===== config.mk =====
export PLATFORM = sky130hd
export DESIGN_NAME = fault_response_fsm
export DESIGN_NICKNAME = d
export VERILOG_FILES = /design/src/rtl/fault_response_fsm.sv
export SDC_FILE = /design/constraint.sdc
export NUM_CORES = 1
export LEC_CHECK = 0
export ABC_AREA = 0
export ABC_CLOCK_PERIOD_IN_PS = 6400
export BUFFER_PORTS_ARGS = -buffer_cell sky130_fd_sc_hd__buf_2
export CAP_MARGIN = 20
export CELL_PAD_IN_SITES_DETAIL_PLACEMENT = 2
export CELL_PAD_IN_SITES_GLOBAL_PLACEMENT = 2
export CORE_MARGIN = 5
export CORE_UTILIZATION = 36
export CTS_CLUSTER_SIZE = 25
export DETAILED_ROUTE_END_ITERATION = 16
export PLACE_DENSITY_LB_ADDON = 0.1
export REMOVE_ABC_BUFFERS = 1
export SETUP_SLACK_MARGIN = 0.3
export SYNTH_ARGS = -nofsm -noshare
export SYNTH_HDL_FRONTEND = slang
export SYNTH_SLANG_ARGS = --single-unit

===== constraint.sdc =====
create_clock -name clk -period 6.4 [get_ports clk]
set_clock_uncertainty 0.1 [all_clocks]
set_input_delay 0.64 -clock clk [delete_from_list [all_inputs] [get_ports clk]]
set_output_delay 0.64 -clock clk [all_outputs]
set_load 0.005 [all_outputs]

===== src/rtl/fault_response_fsm.sv =====
// Fault response sequencer: turns classified pipeline faults into
// stall/flush/retry/halt controls, escalating repeated MINOR faults to HALT
// and keeping saturating counts of accepted MINOR events and HALT entries.
module fault_response_fsm #(
    parameter int FLUSH_CYCLES = 3,  // cycles flush is held per MINOR fault (1..15)
    parameter int MAX_RETRY    = 2,  // consecutive MINOR retries before escalation (1..15)
    parameter int CNT_W        = 8   // width of each event counter
) (
    input  logic             clk,
    input  logic             rst_n,
    input  logic [1:0]       fault_type,
    input  logic             instr_retired,
    input  logic             clear_fault,
    output logic             stall,
    output logic             flush,
    output logic             retry,
    output logic             halted,
    output logic             fault_irq,
    output logic [1:0]       state,
    output logic [CNT_W-1:0] minor_cnt,
    output logic [CNT_W-1:0] critical_cnt
);

    localparam logic [1:0] ST_IDLE  = 2'b00;
    localparam logic [1:0] ST_FLUSH = 2'b01;
    localparam logic [1:0] ST_RETRY = 2'b10;
    localparam logic [1:0] ST_HALT  = 2'b11;

    localparam int              RW          = $clog2(MAX_RETRY + 1);
    localparam logic [RW-1:0]   RETRY_LIMIT = RW'(MAX_RETRY);
    localparam logic [3:0]      FLUSH_LOAD  = 4'(FLUSH_CYCLES - 1);
    localparam logic [CNT_W-1:0] CNT_MAX    = '1;

    logic [1:0]       r_state;
    logic [3:0]       r_flush_ctr;
    logic [RW-1:0]    r_retry_cnt;
    logic [CNT_W-1:0] r_minor_cnt;
    logic [CNT_W-1:0] r_critical_cnt;
    logic             r_fault_irq;

    logic [1:0]       w_next_state;
    logic [3:0]       w_next_flush_ctr;
    logic [RW-1:0]    w_next_retry_cnt;
    logic             w_minor_inc;
    logic             w_enter_halt;

    // Next-state and bookkeeping decisions from the current state and inputs.
    always_comb begin
        // NOTE: every signal gets a default first so no path leaves it unassigned (no latch).
        w_next_state     = r_state;
        w_next_flush_ctr = r_flush_ctr;
        w_next_retry_cnt = r_retry_cnt;
        w_minor_inc      = 1'b0;
        case (r_state)
            ST_IDLE: begin
                if (fault_type[1]) begin
                    // CRITICAL and the reserved code both halt immediately.
                    w_next_state = ST_HALT;
                end else if (fault_type == 2'b01) begin
                    w_minor_inc = 1'b1;
                    if (r_retry_cnt < RETRY_LIMIT) begin
                        w_next_state     = ST_FLUSH;
                        w_next_flush_ctr = FLUSH_LOAD;
                        w_next_retry_cnt = r_retry_cnt + 1'b1;
                    end else begin
                        // Retry budget exhausted: escalate, budget stays at its limit.
                        w_next_state = ST_HALT;
                    end
                end else if (instr_retired) begin
                    // A clean commit proves forward progress; restore the retry budget.
                    w_next_retry_cnt = '0;
                end
            end
            ST_FLUSH: begin
                if (fault_type[1]) begin
                    w_next_state = ST_HALT;
                end else if (r_flush_ctr == 4'd0) begin
                    w_next_state = ST_RETRY;
                end else begin
                    w_next_flush_ctr = r_flush_ctr - 1'b1;
                end
            end
            ST_RETRY: begin
                w_next_state = ST_IDLE;
            end
            default: begin  // ST_HALT
                if (clear_fault) begin
                    w_next_state     = ST_IDLE;
                    w_next_retry_cnt = '0;
                end
            end
        endcase
    end

    assign w_enter_halt = (w_next_state == ST_HALT) && (r_state != ST_HALT);

    // State register, flush/retry bookkeeping and the HALT-entry interrupt pulse.
    always_ff @(posedge clk or negedge rst_n) begin
        if (!rst_n) begin
            r_state     <= ST_IDLE;
            r_flush_ctr <= 4'd0;
            r_retry_cnt <= '0;
            r_fault_irq <= 1'b0;
        end else begin
            // NOTE: non-blocking assignments so all registers update from pre-edge values.
            r_state     <= w_next_state;
            r_flush_ctr <= w_next_flush_ctr;
            r_retry_cnt <= w_next_retry_cnt;
            r_fault_irq <= w_enter_halt;
        end
    end

    // Saturating event counters for accepted MINOR faults and HALT entries.
    always_ff @(posedge clk or negedge rst_n) begin
        if (!rst_n) begin
            r_minor_cnt    <= '0;
            r_critical_cnt <= '0;
        end else begin
            if (w_minor_inc && (r_minor_cnt != CNT_MAX))
                r_minor_cnt <= r_minor_cnt + 1'b1;
            if (w_enter_halt && (r_critical_cnt != CNT_MAX))
                r_critical_cnt <= r_critical_cnt + 1'b1;
        end
    end

    // Control outputs are pure decodes of the registered state.
    assign state        = r_state;
    assign stall        = (r_state != ST_IDLE);
    assign flush        = (r_state == ST_FLUSH);
    assign retry        = (r_state == ST_RETRY);
    assign halted       = (r_state == ST_HALT);
    assign fault_irq    = r_fault_irq;
    assign minor_cnt    = r_minor_cnt;
    assign critical_cnt = r_critical_cnt;

endmodule


== Word level (Yosys, flattened, before mapping) ==
Cells that the tools add are included.
Word-level totals
  logic and storage cells: 60
  register bits: 25
Operators by class
  reduce and logical (&&, ||, !) cells: 11
  bitwise gates (word level): 1
  add/subtract/negate cells: 4
  order comparisons: 1
  multiplexer cells: 22
  equality and inequality tests: 15
Operator list (count)
  $mux W2: 11
  $mux W4: 5
  $add A8 B1 Y8 const B: 2
  $ne A8 B8 Y1 const B: 2
  $ne A2 B2 Y1 const B: 6
  $pmux W4 S2: 1
  $eq A2 B2 Y1 const B: 3
  $ne A3 B3 Y1 const B: 2
  $pmux W2 S3: 1
  $reduce_and A6 Y1: 1
  $reduce_bool A2 Y1: 3
  $reduce_and A5 Y1: 1
  $eq A2 B1 Y1 const B: 2
  $logic_not A4 Y1: 1
  $pmux W2 S2: 1
  $sub A4 B1 Y4 const B: 1
  $logic_and A1 B1 Y1: 3
  $mux W1: 3
  $add A2 B1 Y2 const B: 1
  $logic_not A2 Y1: 1
  $lt A2 B2 Y1 const B: 1
  $reduce_or A2 Y1: 1
  $not A1 Y1: 1

== Longest topological paths before layout ==
  depth in word-level cells: 8
  depth in mapped cells: 8
  depth with buffers taken out: 7

== Worst setup path before layout ==
OpenSTA, ideal clock, no wires.
  kind: register to register
  from: reg r_state[1], in the netlist state[1]
  to: reg r_critical_cnt[6], in the netlist critical_cnt[6]
  slack: 4.309 ns
  data required time: 6.175 ns
  data arrival time: 1.866 ns
  library setup time: 0.125 ns
  cell stages (with the launch flop): 9
  buffers on the path: 1
  cell sequence: dfrtp_1 inv_1 ha_1 buf_2 nor2_1 o21ai_0 nand2_1 nor4_1 mux2_2
On the way
  longest elaborated chain between the ends: 6
Ends and longest elaborated chain
  start, declared: RTL line 34  | logic [1:0] r_state;
  start signal, assigned: RTL line 106  | r_state <= w_next_state;
  $mux W2 (on tied branches): RTL line 77, 59
  $mux W2 (on tied branches): RTL line 75, 56
  $pmux W2 S3: RTL line 54  | case (r_state)
  $eq A2 B2 Y1: RTL line 95  | assign w_enter_halt = (w_next_state == ST_HALT) && (r_state != ST_HALT);
  $logic_and A1 B1 Y1 *: RTL line 95
  $logic_and A1 B1 Y1 *: RTL line 121  | if (w_enter_halt && (r_critical_cnt != CNT_MAX))
  end signal, assigned: RTL line 122  | r_critical_cnt <= r_critical_cnt + 1'b1;
  end, declared: RTL line 38  | logic [CNT_W-1:0] r_critical_cnt;
Mark *: on every way between the ends. The rest lies on a longest branch, timed or not.
A chain may end at the register's enable or synchronous reset.

== Worst setup path after layout ==
  from: reg r_state[1], in the netlist state[1]
  to: reg r_critical_cnt[1], in the netlist critical_cnt[1]
The elaborated chain is that of the path after synthesis.

==> metrics.yaml <==
run_status:
  run_status: "completed"
detailed_routing:
  vias: 1046
  via_per_inst: 5.10
  drtAntennaViolNets: 0
  drt_wl_total_um: 3460
  wl_per_cell_um: 16.9
  drc: 0
  first_pass_iters: 3
  drt_iter0_drc: 27
die:
  die_w_um: 70.5
  rows: 22
  fp.coreArea_um2: 3610
  start_util_pct: 36.6
  fp.dieArea_um2: 4970
  die_h_um: 70.5
  num_io_pins: 29
critical_path:
  critPathMaxFanout: 9
  critPathRequiredTime_ns: 6.46
  critical_path_arrival_ns: 2.67
  worstSetupPathType: "reg -> reg"
  worstSetupStartpointType: "register"
  cp-end-kind: "register"
final_layout:
  antenna_cells: 0
  stdcell_count: 205
  nFillCells: 399
  layout_commonest_cell: "buf_2"
  final_cell_mix: "buf_2, dfrtp_1, nor2_1, nand2_1"
  layout-drive-gt1-share_pct: 24.2
  fin_util_pct: 43.2
  area_delta_synth_final_pct: 18.2
  fin_nets: 172
synthesis:
  ys_seq_area_share_pct: 47.4
  synth_top_area_share_pct: 47.4
  netlist_area_um2: 1320
  ys_types: 31
  synthTopCellsByArea: "dfrtp_1, ha_1, xor2_1, mux2_2, nand2_1"
  avgSynthCellArea_um2: 10.5
  ys_warn_count: 0
  synth_seq_cells: 25
  yosys.area.top_type: "dfrtp_1"
  syn_inst: 126
clock_tree:
  numClockSinks: 25
  htree_num_levels: 1
  cts_buffers: 3
  tritoncts: "built"
  postCtsSetupRepairBufs: 0
  worstSkewPairLatency_ns: 0.27
  hold_buffers: 0
  path_clk_slew_ns: 0.08
  clock_path_buffers: 2
  cts-resized-gates: 0
  root_buffer: "clkbuf_8"
pwr:
  power_frac_seq_pct: 39.7
  p_sw_mw: 0.297
  leakagePower_nw: 0.773
  clkPwrFrac_pct: 14.0
  p_int_mw: 0.389
  pwr-share-comb_pct: 46.3
  p_per_area_nw_per_um2: 440
  irDropWorstVdd_mv: 0.146
  fin_total_pwr_mw: 0.686
  netSwitchingFraction_pct: 43.3
placed_design:
  dp_slack_ns: 3.77
  dp_hpwl_um: 2730
  place_inst: 201
  port_buffers: 28
  gp_congestion: 0.737
grt:
  grt_pass1_vias: 1177
  overflow: 0
  grtUsageMet1_pct: 18.2
  grt_use_met3_pct: 2.01
  grt_pass1_wl_um: 5940
  grt_most_used_layer: "met2"
  grt_max_degree: 26
  antenna_found_initial: 0
  grt_usage_pct: 15.0
  grtUsageMet2_pct: 26.5
timing:
  period_needed_ns: 2.61
  post-route-period-util_pct: 40.9
  rsz0062_at_grt: "false"
  setup_viol: 0
  max_freq_ghz: 0.382
  setup_ws_ns: 3.79
  slew_headroom_pct: 60.0
  hold_viol_final: 0
  drv_slew: 0
  tightest_slew_ns: 0.598
  fin_tns_setup_ns: 0
flow_run:
  drv_cap: 0
hold_path:
  hp-class: "in -> async"
[cells in the mapped netlist]
cell,number
nand4_1,4
nor4_1,3
mux2_4,1
ha_1,8
nand3b_1,1
and3_1,2
o21a_1,2
nor2_1,10
nor3_1,2
nand2b_1,5
a211oi_4,1
dfrtp_1,25
o211ai_1,1
a21o_1,1
o2bb2ai_1,2
xor2_1,8
mux2_2,4
nor2b_1,1
a31oi_1,3
mux2i_1,1
a2111oi_2,1
buf_2,1
nand2_1,10
nor3b_1,1
and3b_1,1
o21ai_0,5
nor4b_1,1
xnor2_1,4
nand3_1,4
inv_1,8
a21oi_1,5
[final timing paths]
check                      depth (start not counted)         endpoint  slack (ns)           start
max                                                7  critical_cnt[1]        3.79        state[1]
min                                                1   r_flush_ctr[2]        0.25           rst_n
max reg2reg                                        7  critical_cnt[1]        3.79        state[1]
min reg2reg                                        1   r_retry_cnt[0]        0.38  r_retry_cnt[0]
max in group asynchronous                          1  critical_cnt[7]        5.57           rst_n
min in group clk                                   1   r_retry_cnt[0]        0.38  r_retry_cnt[0]
[stage by stage]
stage | hold slack [ns] | area (um2)
2_1_floorplan | 0.244 | 1310
3_3_place_gp | 0.358 | 1510
3_5_place_dp | 0.374 | 1510
4_1_cts | 0.272 | 1560
5_1_grt | 0.315 | 1560
6_report | 0.251 | 1560
[worst max-delay path, stage by stage (launching register included)]
cell	delay, ns
dfrtp_1	0.47
inv_1	0.11
ha_1	0.40
nor2_1	0.15
o21ai_0	0.33
o211ai_1	0.28
nor2_1	0.28
mux2_2	0.38
[cell families (layout without fill, tap and decap cells)]
| group | Yosys count | after routing | share of synthesized area (%) |
|---|---|---|---|
| flops | 25 | 25 | 47.4 |
| simple gates | 45 | 45 | 17.6 |
| buf+inv | 9 | 40 | 2.66 |
| compound gates | 21 | 21 | 11.5 |
| mux | 6 | 6 | 5.31 |
| fa+ha+maj | 8 | 8 | 7.59 |
| xor+xnor | 12 | 12 | 7.97 |
[state kept, by name (all words and copies together), names as in the netlist]
name          cells
r_flush_ctr       4
fault_irq         1
state             2
minor_cnt         8
critical_cnt      8
r_retry_cnt       2
[metal layers]
metal | part of all wire [%] | vias up
met4 | 1.4 | 0
met5 | 0 | -
met2 | 52 | 18
li1 | - | 502
met1 | 44 | 522
met3 | 2.5 | 4
[layout make-up]
class,count,area (um2),share of cell area [%]
repair buffers,28,140,8.99
inverters,8,30.0,1.93
multi-input cells,92,658,42.2
flip-flops and latches,25,626,40.1
clock buffers,4,45.0,2.89
well taps,48,60.1,3.85
[power by group through the flow]
stage               Sequential [mW]  Clock (mW)  Combinational, mW
finish                        0.272      0.0960              0.317
global route                  0.283       0.104              0.361
CTS                           0.273      0.0982              0.327
detailed placement            0.276           0              0.326
global placement              0.268           0              0.300
floorplan                     0.264           0              0.203
Power figures use the tool's default switching activity.
